`src/rtl/hand_jog_controller.sv`:
```
// hand_jog_controller: button-driven three-axis hand-point generator.
// Six push buttons jog a bottom hand point in X, Y and Z once per motion
// tick, with per-axis hold acceleration and wrap or saturate boundaries.
// A top point follows at a fixed vertical span above the bottom point.
// hand_valid pulses for one cycle whenever a tick actually moved a point.
// Optional feature: define HAND_JOG_DEBOUNCE_EN to add a per-button
// debouncer (parameter DEBOUNCE_CYCLES) behind the synchronisers.

module hand_jog_controller #(
`ifdef HAND_JOG_DEBOUNCE_EN
    parameter int DEBOUNCE_CYCLES = 65000,
`endif
    parameter int TICK_CYCLES = 1625000,
    parameter int XY_W        = 12,
    parameter int Z_W         = 14,
    parameter int MAX_X       = 3400,
    parameter int MAX_Y       = 3400,
    parameter int MAX_Z       = 500,
    parameter int X_INIT      = 1800,
    parameter int Y_INIT      = 1800,
    parameter int Z_INIT      = 0,
    parameter int SPAN_Y      = 200,
    parameter int BASE_SPEED  = 18,
    parameter int MAX_SPEED   = 72,
    parameter int ACCEL_STEP  = 18,
    parameter int ACCEL_TICKS = 8,
    parameter int WRAP_MODE   = 1
) (
    input  logic            clk_in,
    input  logic            rst_n_in,
    input  logic            left_button,
    input  logic            right_button,
    input  logic            up_button,
    input  logic            down_button,
    input  logic            fwd_button,
    input  logic            back_button,
    output logic [XY_W-1:0] hand_x_left_bottom,
    output logic [XY_W-1:0] hand_y_left_bottom,
    output logic [Z_W-1:0]  hand_z_left_bottom,
    output logic [XY_W-1:0] hand_x_left_top,
    output logic [XY_W-1:0] hand_y_left_top,
    output logic [Z_W-1:0]  hand_z_left_top,
    output logic            hand_valid
);

    // Signed working width: wide enough that pos + delta never overflows.
    localparam int CW = ((XY_W > Z_W) ? XY_W : Z_W) + 2;
    localparam int TW = (TICK_CYCLES > 1) ? $clog2(TICK_CYCLES) : 1;
    localparam int HW = $clog2(ACCEL_TICKS + 1);

    // Per-axis direction encoding, remembered from one tick to the next.
    localparam logic [1:0] DIR_NONE = 2'd0;
    localparam logic [1:0] DIR_POS  = 2'd1;
    localparam logic [1:0] DIR_NEG  = 2'd2;

    typedef struct packed {
        logic signed [CW-1:0] pos;
        logic [CW-1:0]        speed;
        logic [HW-1:0]        hold;
        logic [1:0]           dir;
    } axis_t;

    // Bit order: 0 left (X-), 1 right (X+), 2 up (Y-), 3 down (Y+),
    // 4 back (Z-), 5 fwd (Z+).
    logic [5:0] btn_raw;
    logic [5:0] sync_a;
    logic [5:0] sync_b;
    logic [5:0] btn_level;

    logic [TW-1:0] tick_cnt;
    logic          tick;

    logic [XY_W-1:0] x_q;
    logic [XY_W-1:0] y_q;
    logic [Z_W-1:0]  z_q;
    logic [XY_W-1:0] top_y_q;

    logic [CW-1:0] speed_q [3];
    logic [HW-1:0] hold_q  [3];
    logic [1:0]    dir_q   [3];

    axis_t                cur_x, cur_y, cur_z;
    axis_t                nxt_x, nxt_y, nxt_z;
    logic signed [CW-1:0] top_y_next;
    logic                 moved;

    // Wrap or clamp a candidate coordinate into 0..limit-1.
    function automatic logic signed [CW-1:0] apply_bound(input logic signed [CW-1:0] n,
                                                         input int limit);
        logic signed [CW-1:0] lim;
        lim = CW'(limit);
        if (WRAP_MODE != 0) begin
            if (n >= lim)       return n - lim;
            else if (n[CW-1])   return n + lim;
            else                return n;
        end else begin
            if (n >= lim)       return lim - CW'(1);
            else if (n[CW-1])   return '0;
            else                return n;
        end
    endfunction

    // One tick of motion for a single axis: direction, speed ramp, new position.
    function automatic axis_t step_axis(input axis_t cur, input logic neg_btn,
                                        input logic pos_btn, input int limit);
        axis_t                nxt;
        logic [1:0]           dir;
        logic signed [CW-1:0] delta;
        logic [CW-1:0]        grown;
        nxt   = cur;
        dir   = DIR_NONE;
        delta = '0;
        grown = '0;
        if (neg_btn && !pos_btn)      dir = DIR_NEG;
        else if (pos_btn && !neg_btn) dir = DIR_POS;
        if (dir == DIR_NONE) begin
            nxt.speed = CW'(BASE_SPEED);
            nxt.hold  = '0;
        end else begin
            if (dir != cur.dir) begin
                delta     = CW'(BASE_SPEED);
                nxt.speed = CW'(BASE_SPEED);
                nxt.hold  = HW'(1);
            end else begin
                delta = $signed(cur.speed);
                if (cur.hold + HW'(1) == HW'(ACCEL_TICKS)) begin
                    grown     = cur.speed + CW'(ACCEL_STEP);
                    nxt.speed = (grown > CW'(MAX_SPEED)) ? CW'(MAX_SPEED) : grown;
                    nxt.hold  = '0;
                end else begin
                    nxt.hold = cur.hold + HW'(1);
                end
            end
            if (dir == DIR_NEG) delta = -delta;
            nxt.pos = apply_bound(cur.pos + delta, limit);
        end
        nxt.dir = dir;
        return nxt;
    endfunction

    assign btn_raw = {fwd_button, back_button, down_button, up_button, right_button, left_button};

    // Two-flop synchroniser for the asynchronous button levels.
    always_ff @(posedge clk_in or negedge rst_n_in) begin
        if (!rst_n_in) begin
            sync_a <= '0;
            sync_b <= '0;
        end else begin
            sync_a <= btn_raw;
            sync_b <= sync_a;
        end
    end

`ifdef HAND_JOG_DEBOUNCE_EN
    localparam int DBW = $clog2(DEBOUNCE_CYCLES + 1);
    logic [DBW-1:0] db_cnt [6];

    // Flip a filtered level only after the synchronised level has disagreed with it for DEBOUNCE_CYCLES clocks.
    always_ff @(posedge clk_in or negedge rst_n_in) begin
        if (!rst_n_in) begin
            btn_level <= '0;
            for (int i = 0; i < 6; i++) db_cnt[i] <= '0;
        end else begin
            for (int i = 0; i < 6; i++) begin
                if (sync_b[i] == btn_level[i]) begin
                    db_cnt[i] <= '0;
                end else if (db_cnt[i] == DBW'(DEBOUNCE_CYCLES - 1)) begin
                    btn_level[i] <= sync_b[i];
                    db_cnt[i]    <= '0;
                end else begin
                    db_cnt[i] <= db_cnt[i] + 1'b1;
                end
            end
        end
    end
`else
    assign btn_level = sync_b;
`endif

    // Free-running motion tick counter; a tick is the cycle where it reads zero.
    always_ff @(posedge clk_in or negedge rst_n_in) begin
        if (!rst_n_in)                             tick_cnt <= '0;
        else if (tick_cnt == TW'(TICK_CYCLES - 1)) tick_cnt <= '0;
        else                                       tick_cnt <= tick_cnt + 1'b1;
    end

    assign tick = (tick_cnt == '0);

    // Work out every axis's next state and the follower top Y ahead of the tick edge.
    always_comb begin
        cur_x.pos   = CW'(x_q);
        cur_x.speed = speed_q[0];
        cur_x.hold  = hold_q[0];
        cur_x.dir   = dir_q[0];
        cur_y.pos   = CW'(y_q);
        cur_y.speed = speed_q[1];
        cur_y.hold  = hold_q[1];
        cur_y.dir   = dir_q[1];
        cur_z.pos   = CW'(z_q);
        cur_z.speed = speed_q[2];
        cur_z.hold  = hold_q[2];
        cur_z.dir   = dir_q[2];
        nxt_x       = step_axis(cur_x, btn_level[0], btn_level[1], MAX_X);
        nxt_y       = step_axis(cur_y, btn_level[2], btn_level[3], MAX_Y);
        nxt_z       = step_axis(cur_z, btn_level[4], btn_level[5], MAX_Z);
        top_y_next  = apply_bound(nxt_y.pos - CW'(SPAN_Y), MAX_Y);
        moved       = (nxt_x.pos != cur_x.pos) || (nxt_y.pos != cur_y.pos) ||
                      (nxt_z.pos != cur_z.pos);
    end

    // Commit positions, speed ramps and the update strobe together on each tick.
    always_ff @(posedge clk_in or negedge rst_n_in) begin
        if (!rst_n_in) begin
            x_q        <= XY_W'(X_INIT);
            y_q        <= XY_W'(Y_INIT);
            z_q        <= Z_W'(Z_INIT);
            top_y_q    <= XY_W'(apply_bound(CW'(Y_INIT) - CW'(SPAN_Y), MAX_Y));
            hand_valid <= 1'b0;
            for (int i = 0; i < 3; i++) begin
                speed_q[i] <= CW'(BASE_SPEED);
                hold_q[i]  <= '0;
                dir_q[i]   <= DIR_NONE;
            end
        end else begin
            hand_valid <= tick && moved;
            if (tick) begin
                x_q        <= XY_W'(nxt_x.pos);
                y_q        <= XY_W'(nxt_y.pos);
                z_q        <= Z_W'(nxt_z.pos);
                top_y_q    <= XY_W'(top_y_next);
                speed_q[0] <= nxt_x.speed;
                speed_q[1] <= nxt_y.speed;
                speed_q[2] <= nxt_z.speed;
                hold_q[0]  <= nxt_x.hold;
                hold_q[1]  <= nxt_y.hold;
                hold_q[2]  <= nxt_z.hold;
                dir_q[0]   <= nxt_x.dir;
                dir_q[1]   <= nxt_y.dir;
                dir_q[2]   <= nxt_z.dir;
            end
        end
    end

    assign hand_x_left_bottom = x_q;
    assign hand_y_left_bottom = y_q;
    assign hand_z_left_bottom = z_q;
    assign hand_x_left_top    = x_q;
    assign hand_y_left_top    = top_y_q;
    assign hand_z_left_top    = z_q;

endmodule

```
`config.mk`:
```
export PLATFORM = sky130hd
export DESIGN_NAME = hand_jog_controller
export DESIGN_NICKNAME = d
export VERILOG_FILES = /design/src/rtl/hand_jog_controller.sv
export SDC_FILE = /design/constraint.sdc
export NUM_CORES = 1
export LEC_CHECK = 0
export ABC_AREA = 1
export CORE_MARGIN = 4
export CORE_UTILIZATION = 50
export DETAILED_ROUTE_END_ITERATION = 7
export HOLD_SLACK_MARGIN = 0.08
export PLACE_DENSITY = 0.72
export REMOVE_ABC_BUFFERS = 1
export SLEW_MARGIN = 20
export SYNTH_ARGS = -nofsm -noshare
export SYNTH_HDL_FRONTEND = slang
export SYNTH_SLANG_ARGS = --single-unit
export TNS_END_PERCENT = 50
```
`constraint.sdc`:
```
create_clock -name clk_in -period 6.27 [get_ports clk_in]
set_clock_uncertainty 0.2 [all_clocks]
set_input_delay 1.254 -clock clk_in [delete_from_list [all_inputs] [get_ports clk_in]]
set_output_delay 1.254 -clock clk_in [all_outputs]
set_load 0.01 [all_outputs]
```
==> metrics.md, run 1 <==
| Metric | Value |
|---|---|
| Status | `finished, final reports clean` |
| Slew margin rel. | `32.4%` |
| Wire length per cell | `13.6 µm` |
| Async SR Flop Fraction | `100%` |
| RR Endpoint | `hand_y_left_top[11]` |
| Global-route wire length before repair | `59,800 µm` |
| Fin crit share | `92.0%` |
| Peak Freq | `173 MHz` |
| Synthesis-to-finish area growth | `11.0%` |
| Max-Cap Viols | `0` |
| Worst vdd ir | `180 µV` |
| Most common flop cell mapped by yosys | `dfrtp_1` |
| Fillers | `2,736` |
| Vias per cell | `5.21` |
| Via count of the first global-routing pass | `12,744` |
| Netlist cell types | `71` |
| CP max FO | `11` |
| CP endpoint kind | `register` |
| Clock-pin slew on the worst setup and hold paths | `60 ps` |
| Most frequent cell after synthesis | `nand2_1` |
| Via Count | `13,744` |
| Core Area | `28,700 µm²` |
| Dpl hpwl | `27,400 µm` |
| Die H | `179 µm` |
| Total chip power | `0.00300 W` |
| WS Path Type | `register to register` |
| Die Width | `179 µm` |
| Area share of the largest cell type after synthesis | `21.8%` |
| Critical Path AT | `5900 ps` |
| Pwr Density | `186 nW/µm²` |
| DR iter-0 viols | `1,034` |
| Worst reg2reg path depth | `46` |
| Leading area contributor after synthesis | `dfrtp_1` |
| Gr usage total | `22.6%` |
| Leak Pwr | `8.28 nW` |
| Root Buffer | `clkbuf_16` |
| DRT Pass-1 Iters | `5` |
| Hold path depth | `0` |
| EDFF count, synth | `0` |
| Hold WS | `148 ps` |
| Largest net degree at the start of global routing | `97` |
| Starting Density | `50.7%` |
| GRT Residual Overflow | `0` |
| Number of port buffers | `84` |
| Dominant cells by area after synthesis | `dfrtp_1, nand2_1, inv_1, xor2_1, ha_1` |
| Cell mode on critical path | `nand2_2` |
| Final core utilization | `56.3%` |
| Syn_area_per_cell | `6.59 µm²` |
| Number of setup violations in the final report | `0` |
| Worst path required time | `6400 ps` |
| Cells after DPL | `2,595` |
| Final Hold Viols | `0` |
| Worst Setup SP | `btn_level[2]` |
| Slew @ Worst Pin | `1010 ps` |
| CTS tree | `built` |
| FP Rows | `62` |
| Clock sinks | `144` |
| GP Congestion | `0.954` |
| Num CTS Buffers | `17` |
| Max-slew violations | `0` |
| CTS Hold Bufs | `0` |
| # IOs | `85` |
| Setup TNS | `0 ps` |
| Cell count after synthesis | `2,211` |
| Worst-Skew Late Latency | `440 ps` |
| Synthesis Warnings | `0` |
| Worst Hold Endpoint | `btn_level[3]` |
| Synth top cells by count | `nand2_1, inv_1, nor2_1, nand3_1, o21ai_0` |
| Routed WL | `35,900 µm` |
| FF+latch count, synth | `144` |
| Worst Hold Class | `register to register` |
| Antenna viol nets, final | `0` |
| Post-synth design cell area | `14,600 µm²` |
| Worst flop-to-flop path startpoint | `btn_level[2]` |
| Slowest cell on the critical path | `dfrtp_1` |
| Nets@finish | `2,326` |
| Register area share after synthesis | `24.9%` |
| Clock Tree Buf Depth | `2` |
| Critical Path Start Type | `register` |
| Worst path max stage delay | `400 ps` |
| Hold Startpoint | `sync_a[3]` |
| Post-Layout Cell Count | `2,638` |
| # DRC | `0` |
| Diodes inserted | `0` |
| Initial antenna violation count | `0` |
| Unrepaired setup endpoints after global routing | `true` |
| Min cycle time layout | `5770 ps` |
| Die area | `31,900 µm²` |
| Register-to-Register Setup Slack | `500 ps` |
| Layout cells sized above 1 | `9.72%` |
| H-tree lvl count | `4` |
## worst max-delay path by stage
stage	endpoint	slack, ps	depth (start not counted)
6_report	hand_y_left_top[11]	500	46
5_1_grt	hand_y_left_top[8]	-30	47
4_1_cts	hand_y_left_top[11]	110	42
3_5_place_dp	hand_y_left_top[11]	140	42
3_3_place_gp	hand_y_left_top[11]	240	42
2_1_floorplan	hand_y_left_top[11]	510	42
## worst max-delay path, delay by kind of cell, from the launching register on
kind	cells	cell delay [ps]
XOR/XNOR	2	340
flip-flops	1	400
adder cells (fa/ha/maj)	4	880
buffers and inverters	4	380
AO/OA/AOI/OAI	1	150
AND/OR/NAND/NOR	35	3340
## cell families after synthesis
logic type,share of synthesized area (%)
AOI/OAI and AO/OA,10.6
xor gates and xnor gates,9.19
adders and majority gates,6.77
buffers and inverters,12.4
DFF,24.9
muxes,0.206
other,0.0516
and+or+nand+nor,35.9
## cells in the final DEF, fill, tap and decap left out, drive strengths merged, types with 5 or more instances in the layout
cell type / instances
a21oi: 70
nand3b: 19
a211oi: 5
nand2: 638
or2: 17
clkinv: 7
inv: 288
dfrtp: 127
clkbuf: 19
clkdlybuf4s50: 83
nand4: 33
ha: 74
xor2: 112
nor2: 233
o31ai: 6
dfstp: 17
o21ai: 158
xnor2: 37
nor4: 12
nor3: 44
buf: 34
nand3: 165
conb: 6
## registers in the layout, summed over array words and instances (netlist names)
register            count
tick_cnt               21
btn_level               6
sync_a                  6
cur_z                  21
hand_z_left_bottom     14
hand_x_left_bottom     12
hand_y_left_top         9
cur_x                  21
hand_y_left_bottom     12
hand_valid              1
cur_y                  21
## through the flow
stage                     setup slack, ps  area [µm²]
after global routing                -27.9       16200
after global placement                244       15400
after detailed placement              141       15400
final                                 499       16200
after CTS                             108       15900
after floorplan                       510       13900
## area by class of cell
| class | instances | area [µm²] | area share (%) |
|---|---|---|---|
| Timing Repair Buffer | 117 | 1090 | 6.77 |
| Multi-Input combinational cell | 1676 | 9310 | 57.6 |
| Clock buffer | 19 | 443 | 2.74 |
| Sequential cell | 144 | 3620 | 22.4 |
| Inverter | 285 | 1090 | 6.74 |
| Tap cell | 384 | 480 | 2.97 |
| Clock inverter | 13 | 125 | 0.774 |
## routing by layer
metal  track usage (%)  part of all wire [%]  routed length, µm
met3              2.86                   3.8               1370
met4              4.67                   1.2                442
met2              38.6                    48              17100
met5                 0                     0                  0
met1              31.0                    47              17000
## what timing repair did
action,CTS,global route
resized for setup,0,38
endpoints found under the setup margin,0,10
hold endpoints to repair,0,0
setup buffers,0,11
## power by group
| group | leakage [nW] | internal (W) | total [W] | switching (W) |
|---|---|---|---|---|
| registers | 1.73 | 0.000933 | 0.000936 | 0.00000258 |
| clock network | 0.275 | 0.000563 | 0.00102 | 0.000453 |
| logic | 6.28 | 0.000364 | 0.00105 | 0.000684 |
| total | 8.28 | 0.00186 | 0.00300 | 0.00114 |
Note: power is estimated with default switching activity, not from simulation.
==> run 2, diff against run 1 <==
Settings changed: CTS_CLUSTER_DIAMETER set to 200.
==> results of run 2 <==
No change in the layout: final DEF, timing and power equal those of run 1.
==> run 3, diff against run 2 <==
Settings changed: CTS_CLUSTER_SIZE set to 24.
==> results of run 3 <==
No change in the layout: final DEF, timing and power equal those of run 1.
